**config.mk**
```make
export PLATFORM = sky130hd
export DESIGN_NAME = level_map_ctrl
export DESIGN_NICKNAME = d
export VERILOG_FILES = /design/src/rtl/level_map_ctrl.sv
export SDC_FILE = /design/constraint.sdc
export NUM_CORES = 1
export LEC_CHECK = 0
export ABC_CLOCK_PERIOD_IN_PS = 2390
export CORE_AREA = 2 2 489 491
export CTS_CLUSTER_DIAMETER = 200
export DETAILED_ROUTE_END_ITERATION = 12
export DIE_AREA = 0 0 491 493
export PLACE_DENSITY = 0.34
export SLEW_MARGIN = 25
export SYNTH_ARGS = -nofsm -noshare
export SYNTH_HDL_FRONTEND = slang
export SYNTH_SLANG_ARGS = --single-unit
```
**constraint.sdc**
```tcl
create_clock -name clk -period 2.39 [get_ports clk]
set_input_delay 0.3585 -clock clk [delete_from_list [all_inputs] [get_ports clk]]
set_output_delay 0.3585 -clock clk [all_outputs]
set_load 0.02 [all_outputs]
```
**src/rtl/level_map_ctrl.sv**
```systemverilog
`default_nettype none
// level_map_ctrl: 15x20 wall-tile working map loaded row by row from one of four static levels,
// with per-tile shot clearing and a registered pixel lookup. Optional macro: LEVEL_MAP_HIT_COUNT_EN.
module level_map_ctrl #(
   parameter logic [7:0] WALL_COLOR = 8'hE0,
   parameter int         TILE_SHIFT = 5
) (
   input  logic               clk,
   input  logic               resetN,
   input  logic [0:14][0:19]  mat_in0,
   input  logic [0:14][0:19]  mat_in1,
   input  logic [0:14][0:19]  mat_in2,
   input  logic [0:14][0:19]  mat_in3,
   input  logic [1:0]         level_sel,
   input  logic               load_level,
   input  logic [10:0]        pixelX,
   input  logic [10:0]        pixelY,
   input  logic               hit_valid,
   input  logic [4:0]         hit_col,
   input  logic [3:0]         hit_row,
   output logic               drawingRequest,
   output logic [7:0]         RGBout,
   output logic               level_ready,
   output logic               hit_ack,
   output logic               hit_wall
`ifdef LEVEL_MAP_HIT_COUNT_EN
   ,
   output logic [8:0]         bricks_destroyed
`endif
);

   localparam logic [3:0] LAST_ROW = 4'd14;
   localparam logic [4:0] LAST_COL = 5'd19;

   typedef enum logic [1:0] {
      IDLE   = 2'd0,
      LOAD   = 2'd1,
      ACTIVE = 2'd2
   } state_t;

   state_t              state_q, state_d;
   logic [1:0]          sel_q;
   logic [3:0]          row_q;
   logic [0:14][0:19]   map_q;
   logic                drawing_q, drawing_d;
   logic                ack_q, ack_d;
   logic                wall_q, wall_d;

   logic                load_start;
   logic                hit_bit;
   logic [0:19]         src_row;
   logic [10:0]         tile_col;
   logic [10:0]         tile_row;
   logic                tile_in_range;

   // A load request is only honoured outside LOAD; it also pre-empts any same-cycle hit.
   assign load_start    = load_level && (state_q != LOAD);
   assign hit_bit       = map_q[hit_row][hit_col];
   assign ack_d         = hit_valid && (state_q == ACTIVE) && !load_level &&
                          (hit_row <= LAST_ROW) && (hit_col <= LAST_COL);
   assign wall_d        = ack_d && hit_bit;

   assign tile_col      = pixelX >> TILE_SHIFT;
   assign tile_row      = pixelY >> TILE_SHIFT;
   assign tile_in_range = (tile_col < 11'd20) && (tile_row < 11'd15);
   assign drawing_d     = level_ready && tile_in_range &&
                          map_q[tile_row[3:0]][tile_col[4:0]];

   always_comb begin
      src_row = '0;
      case (sel_q)
         2'd0: src_row = mat_in0[row_q];
         2'd1: src_row = mat_in1[row_q];
         2'd2: src_row = mat_in2[row_q];
         2'd3: src_row = mat_in3[row_q];
      endcase
   end

   always_comb begin
      state_d = state_q;
      case (state_q)
         IDLE:    if (load_level) state_d = LOAD;
         LOAD:    if (row_q == LAST_ROW) state_d = ACTIVE;
         ACTIVE:  if (load_level) state_d = LOAD;
         default: state_d = IDLE;
      endcase
   end

   always_ff @(posedge clk or negedge resetN) begin
      if (!resetN) begin
         state_q   <= IDLE;
         sel_q     <= '0;
         row_q     <= '0;
         map_q     <= '0;
         drawing_q <= 1'b0;
         ack_q     <= 1'b0;
         wall_q    <= 1'b0;
      end else begin
         state_q   <= state_d;
         drawing_q <= drawing_d;
         ack_q     <= ack_d;
         wall_q    <= wall_d;
         if (load_start) begin
            sel_q <= level_sel;
            row_q <= '0;
         end else if (state_q == LOAD) begin
            map_q[row_q] <= src_row;
            row_q        <= (row_q == LAST_ROW) ? 4'd0 : row_q + 4'd1;
         end
         // Hits are only accepted in ACTIVE, so they never collide with a row copy.
         if (ack_d) begin
            map_q[hit_row][hit_col] <= 1'b0;
         end
      end
   end

`ifdef LEVEL_MAP_HIT_COUNT_EN
   logic [8:0] bricks_q;

   always_ff @(posedge clk or negedge resetN) begin
      if (!resetN) begin
         bricks_q <= '0;
      end else if (load_start) begin
         bricks_q <= '0;
      end else if (wall_d && (bricks_q != 9'd300)) begin
         bricks_q <= bricks_q + 9'd1;
      end
   end

   assign bricks_destroyed = bricks_q;
`endif

   assign drawingRequest = drawing_q;
   assign RGBout         = WALL_COLOR;
   assign level_ready    = (state_q == ACTIVE);
   assign hit_ack        = ack_q;
   assign hit_wall       = wall_q;

endmodule
`default_nettype wire

```
==> flow_metrics.env, run 1 <==
export IMPL_io_buffer_count=1230
export IMPL_drive_gt1_share_pct=31.99
export IMPL_violations="setup timing"
export IMPL_p_total_mw=62.24
export IMPL_ys_ff_latch=311
export IMPL_yosysSeqAreaShare_pct=28.35
export IMPL_fin_ws_ns=-0.7364
export IMPL_fin_crit_sh_pct=130.8
export IMPL_viasPerCell=4.455
export IMPL_grtUsageTotal_pct=22.52
export IMPL_die_w_um=491
export IMPL_hp_class="input pin to async pin"
export IMPL_grt_pass1_wl_um=360000
export IMPL_relSlewSlack_pct=46.53
export IMPL_crit_slowest_cell="mux4_2"
export IMPL_synth_top_area_share_pct=32.49
export IMPL_rsz0062_at_grt="true"
export IMPL_path_delay_family="multiplexers"
export IMPL_rows=179
export IMPL_yosys_top_cells_count="396 x mux4_2, 326 x a21oi_1, 311 x dfrtp_1, 296 x o22ai_1, 178 x mux2i_1"
export IMPL_slowest_delay_ns=0.66
export IMPL_synth_top_cells_by_area="mux4_2 32%, dfrtp_1 28%, o22ai_1 6.7%"
export IMPL_min_period_ns=3.126
export IMPL_synth_most_common_cell="mux4_2"
export IMPL_finalSetupViolCount=302
export IMPL_layout_nets=5406
export IMPL_root_buffer="clkbuf_16"
export IMPL_ys_flop_type="dfrtp_1"
export IMPL_totalWireLength_um=285400
export IMPL_hold_violations=0
export IMPL_ioPinCount=1249
export IMPL_p_leak_nw=18.65
export IMPL_synth_edff_count=0
export IMPL_htreeDepth=2
export IMPL_arrival_ns=3.60
export IMPL_grt_pass1_vias=33640
export IMPL_p_per_area_mw_per_mm2=1197
export IMPL_syn_inst=2483
export IMPL_switching_share_pct=46.00
export IMPL_yosys_area_top_type="mux4_2"
export IMPL_async_reset_ff_share_pct=100.0
export IMPL_syn_area_mm2=0.02745
export IMPL_vias=33030
export IMPL_antenna_left=0
export IMPL_dp_hpwl_um=242700
export IMPL_pre_cts_ws_ns=-1.038
export IMPL_drc_errors=0
export IMPL_wl_per_cell_um=38.50
export IMPL_whs_ns=0.2855
export IMPL_core_area_mm2=0.2370
export IMPL_antenna_found_initial=185
export IMPL_clkSlewWorstSetupHoldPaths_ns=0.07
export IMPL_cts_path_max_buffers=3
export IMPL_cts_sinks=311
export IMPL_power_frac_comb_pct=73.2
export IMPL_gp_congestion=0.9206
export IMPL_cp_end_kind="flip-flop"
export IMPL_status="finished, violations left"
export IMPL_synthDistinctLibCells=70
export IMPL_startpoint="row_q[0]"
export IMPL_start_kind="flip-flop"
export IMPL_seqPwrFrac_pct=16.2
export IMPL_r2r_start="row_q[0]"
export IMPL_path_cells="buf_12 > buf_16 > buf_12 > buf_4 > mux4_2 > mux4_2 > mux2i_4 > mux2_4 > a21oi_1"
export IMPL_max_freq_mhz=319.9
export IMPL_crit_fanout=8
export IMPL_syn2layout_area_growth_pct=89.39
export IMPL_maxSlewViolCount=0
export IMPL_grt_max_degree=73
export IMPL_ir_drop_mv=0.5623
export IMPL_firstDrtPassIters=8
export IMPL_gr_total_overflow=0
export IMPL_switchingPower_mw=28.63
export IMPL_maxCapViolCount=0
export IMPL_path_class="flip-flop to flip-flop"
export IMPL_required_ns=2.86
export IMPL_r2r_cells=9
export IMPL_worst_pin_slew_ns=0.7917
export IMPL_cts_buffers=44
export IMPL_final_cell_area_mm2=0.05199
export IMPL_path_buf_inv=4
export IMPL_insertion_delay_ns=0.61
export IMPL_skew_ns=0.03154
export IMPL_p_int_mw=33.61
export IMPL_initial_core_util_pct=11.59
export IMPL_clkPwrFrac_pct=10.6
export IMPL_r2r_setup_slack_ns=-0.74
export IMPL_drtIter0Drc=2901
export IMPL_placed_area_mm2=0.04886
export IMPL_syn_mean_instance_area_um2=11.06
export IMPL_cts_tree="yes"
export IMPL_yosysWarnings=0
export IMPL_die_h_um=493
export IMPL_dieArea_mm2=0.2421
export IMPL_timing_rr_end="map_q[133]"
[worst max path at each step]
| stage | end | slack [ns] | cells after the start |
|---|---|---|---|
| after floorplan | map_q[146] | -0.03 | 8 |
| after global placement | drawingRequest | -1.03 | 10 |
| after detailed placement | drawingRequest | -1.04 | 10 |
| after CTS | map_q[108] | -0.71 | 10 |
| after global routing | map_q[71] | -0.76 | 11 |
| final | map_q[133] | -0.74 | 9 |
[cell type report]
class | count | area, um2
fill | 25970 | 185000
timing repair buffer | 1926 | 19720
multi-input combinational | 1876 | 18970
sequential | 311 | 7802
tap | 3167 | 3963
clock buffer | 67 | 1299
antenna | 45 | 112.6
clock inverter | 11 | 90.09
inverter | 10 | 37.54
[kinds of logic (layout without fill, tap and decap cells)]
group                  after synthesis  count (layout)  share of synthesized area [%]
AOI/OAI and AO/OA                  890             890                          19.87
buffers and inverters              306            2014                          5.706
DFF                                311             311                          28.35
muxes                              589             593                          39.59
other                                2              53                        0.02736
and+or+nand+nor                    385             385                          6.449
[routing by layer]
metal	vias to the layer above	wire (um)	track usage [%]	share of wire, %
met3	366	20030	5.150	7.0
met5	-	583	0	0.20
met2	1636	137600	38.59	48
met4	96	9192	5.732	3.2
met1	17280	117900	28.38	41
li1	13650	-	-	-
[metrics by stage]
| step | instances | util (%) | setup TNS (ns) |
|---|---|---|---|
| 2_1_floorplan | 2489 | - | -1.728 |
| 3_3_place_gp | 7241 | 20.62 | -225.30 |
| 3_5_place_dp | 7241 | 20.62 | -226.18 |
| 4_1_cts | 7340 | 21.51 | -195.28 |
| 5_1_grt | 7395 | 21.92 | -206.29 |
| 6_report | 7413 | 21.94 | -197.02 |
[registers in the layout (all words and copies together) (netlist names)]
| register | flops |
|---|---|
| map_q | 300 |
| sel_q | 2 |
| row_q | 4 |
| hit_ack | 1 |
| drawingRequest | 1 |
| state_q | 2 |
| hit_wall | 1 |
[power by group through the flow]
stage / Sequential (mW) / Clock, mW / Combinational (mW)
finish: 10.1 / 6.63 / 45.5
global route: 10.4 / 6.93 / 47.4
CTS: 10.0 / 6.75 / 43.0
detailed placement: 10.1 / 0 / 40.3
global placement: 10.0 / 0 / 40.2
floorplan: 9.31 / 0 / 20.1
[cells in the final DEF, fill, tap and decap left out, drive strengths merged, types with 6 or more instances in the layout]
cell type / count
clkdlybuf4s50: 1224
buf: 691
mux4: 396
a21oi: 336
dfrtp: 311
o22ai: 296
mux2i: 178
nand2: 154
nor2: 99
o21ai: 81
clkbuf: 76
diode: 45
nand3: 36
a22oi: 34
a221oi: 30
nor2b: 22
o2bb2ai: 20
nor3: 19
mux2: 19
nand2b: 18
o211ai: 12
a211oi: 12
a31oi: 11
inv: 10
nand4: 9
a22o: 9
clkinv: 9
conb: 8
a211o: 7
and2: 6
[worst register-to-register path: cells and delay by family, from the launching register on]
| kind | cells | cell delay (ns) |
|---|---|---|
| multiplexers | 4 | 1.73 |
| buffers and inverters | 4 | 0.64 |
| flip-flops | 1 | 0.51 |
| AO/OA/AOI/OAI | 1 | 0.09 |
[timing repair]
item / CTS / global route
gates resized for setup: 82 / 133
endpoints found under the hold margin: 63 / 0
setup endpoints to repair: 302 / 302
setup buffers: 12 / 20
pin swaps: 8 / 9
cloned: 9 / 9
hold buffers: 1 / 0
No activity file was read; power rests on OpenSTA's default activity.
==> inputs of run 2 (changes only) <==
--- a/config.mk
+++ b/config.mk
@@ -5,12 +5,13 @@
 export SDC_FILE = /design/constraint.sdc
 export NUM_CORES = 1
 export LEC_CHECK = 0
-export ABC_CLOCK_PERIOD_IN_PS = 2390
+export ABC_CLOCK_PERIOD_IN_PS = 3020
 export CORE_AREA = 2 2 489 491
 export CTS_CLUSTER_DIAMETER = 200
 export DETAILED_ROUTE_END_ITERATION = 12
 export DIE_AREA = 0 0 491 493
-export PLACE_DENSITY = 0.34
+export PLACE_DENSITY = 0.33
+export SKIP_LAST_GASP = 1
 export SLEW_MARGIN = 25
 export SYNTH_ARGS = -nofsm -noshare
 export SYNTH_HDL_FRONTEND = slang
==> constraint.sdc (replaced) <==
create_clock -name clk -period 3.02 [get_ports clk]
set_input_delay 0.453 -clock clk [delete_from_list [all_inputs] [get_ports clk]]
set_output_delay 0.453 -clock clk [all_outputs]
set_load 0.02 [all_outputs]
==> run 2 against run 1 <==
The flow still finishes with violations (setup timing); combinational power shrank 31%; sequential share of layout area grew 0.76 points; register-to-register slack gained 0.53 ns; design area shrank 4.8%; flip-flop and latch count is the same; critical path type unchanged; highest routed layer unchanged.
==> flow_metrics.env, run 2 (synthesis results as in run 1) <==
export IMPL_status="finished, violations left"
export IMPL_violations="setup timing"
export IMPL_antenna_found_initial=190
export IMPL_hp_start="state_q[0]"
export IMPL_r2r_start="row_q[1]"
export IMPL_htreeDepth=2
export IMPL_grt_pass1_vias=32480
export IMPL_final_common_cell="clkdlybuf4s50_1"
export IMPL_min_path_cells=1
export IMPL_p_total_mw=44.36
export IMPL_cts_sinks=311
export IMPL_relSlewSlack_pct=44.13
export IMPL_worst_pin_slew_ns=0.8380
export IMPL_totalWireLength_um=274900
export IMPL_gr_total_overflow=0
export IMPL_core_area_mm2=0.2370
export IMPL_ir_drop_mv=0.5282
export IMPL_post_route_util_pct=20.89
export IMPL_grt_max_degree=73
export IMPL_vias=32010
export IMPL_wl_per_cell_um=38.09
export IMPL_drtIter0Drc=2887
export IMPL_maxCapViolCount=0
export IMPL_initial_core_util_pct=11.59
export IMPL_p_leak_nw=17.45
export IMPL_path_class="flip-flop to flip-flop"
export IMPL_hp_class="flip-flop to flip-flop"
export IMPL_r2r_cells=11
export IMPL_syn2layout_area_growth_pct=80.28
export IMPL_dieArea_mm2=0.2421
export IMPL_cp_end_kind="flip-flop"
export IMPL_cts_path_max_buffers=3
export IMPL_top_register="map_q"
export IMPL_cts_tree="yes"
export IMPL_fin_crit_sh_pct=106.9
export IMPL_r2r_setup_slack_ns=-0.21
export IMPL_firstDrtPassIters=5
export IMPL_rows=179
export IMPL_p_per_area_mw_per_mm2=896.4
export IMPL_crit_slowest_cell="mux4_2"
export IMPL_max_freq_mhz=309.7
export IMPL_startpoint="row_q[1]"
export IMPL_clkSlewWorstSetupHoldPaths_ns=0.06
export IMPL_rsz0062_at_grt="true"
export IMPL_arrival_ns=3.72
export IMPL_maxSlewViolCount=0
export IMPL_drc_errors=0
export IMPL_die_w_um=491
export IMPL_start_kind="flip-flop"
export IMPL_viasPerCell=4.435
export IMPL_die_h_um=493
export IMPL_layout_nets=5217
export IMPL_cp_num_cells=11
export IMPL_setup_tns_ns=-29.45
export IMPL_grtUsageTotal_pct=21.79
export IMPL_skew_ns=0.01892
export IMPL_drive_gt1_share_pct=26.41
export IMPL_path_delay_family="multiplexers"
export IMPL_finalSetupViolCount=257
export IMPL_cts_buffers=42
export IMPL_path_buf_inv=5
export IMPL_antenna_left=0
export IMPL_io_buffer_count=1230
export IMPL_cp_common_cell="buf_12"
export IMPL_path_cells="buf_12 > buf_4 > buf_12 > mux2i_1 > buf_4 > o21ai_0 > mux4_2 > mux2i_1 > mux2_2 > buf_12 > a21oi_1"
export IMPL_root_buffer="clkbuf_16"
export IMPL_reg_top3="map_q: 300 flops, row_q: 4 flops"
export IMPL_min_period_ns=3.229
export IMPL_slowest_delay_ns=0.54
export IMPL_hold_violations=0
export IMPL_layout_common_cells="1225 x clkdlybuf4s50_1, 396 x mux4_2, 377 x buf_4"
export IMPL_dp_hpwl_um=233400
export IMPL_required_ns=3.51
export IMPL_insertion_delay_ns=0.59
export IMPL_crit_fanout=15
export IMPL_gp_congestion=0.9282
export IMPL_ioPinCount=1249
export IMPL_fin_ws_ns=-0.2085
export IMPL_largest_reg_flops=300
export IMPL_grt_pass1_wl_um=347600
## run 2: cell types whose count changed in the layout (fill, tap and decap cells not counted), sizes merged, moves of 2 or more
cell | before | now
inv | 10 | 8
mux2 | 19 | 15
buf | 691 | 513
clkbuf | 76 | 63
diode | 45 | 43
## run 2: final timing paths
kind | end
setup reg to reg | map_q[48]
setup / recovery | map_q[48]
min in group asynchronous | map_q[89]
hold reg to reg | state_q[0]
max in group asynchronous | map_q[27]
hold / removal | state_q[0]
## run 2: final cells by class
cell class              instances  area [um2]
clock inverters                10       80.08
well taps                    3167        3963
inverters                      10       37.54
clock buffers                  60        1272
multi-input cells            1872       18290
diodes                         43       107.6
flip-flops and latches        311        7802
fillers                     26090      187500
repair buffers               1743       17930
## run 2: report_power, final
group	total [mW]	switching (mW)	internal, mW
Clock	5.10	2.11	2.99
Sequential	8.10	1.79	6.31
Combinational	31.2	16.7	14.5
## run 2: per-stage QoR
stage / worst slack, ns / instance area [um2] / hold slack [ns] / std cells
after global routing: -0.2345 / 49440 / 0.5362 / 7196
after floorplan: 0.5349 / 27470 / 0.1574 / 2489
after detailed placement: -1.006 / 47620 / 0.5094 / 7083
after global placement: -1.335 / 47620 / 0.4963 / 7083
after CTS: -0.2441 / 49160 / 0.5188 / 7163
final: -0.2085 / 49490 / 0.5269 / 7216
## run 2: timing repair
item,4_1_cts,5_1_grt
endpoints found under the setup margin,301,301
endpoints found under the hold margin,45,0
hold buffers,1,0
gates resized for setup,15,20
buffers inserted,8,7
pin swaps,1,1
gates cloned,1,3
## run 2: per-layer routing
metal / track usage, % / vias up / share of wire (%)
li1: - / 13230 / -
met1: 27.11 / 16620 / 41
met5: 0 / - / 0.19
met3: 5.369 / 382 / 7.5
met4: 6.462 / 84 / 3.6
met2: 37.05 / 1694 / 48
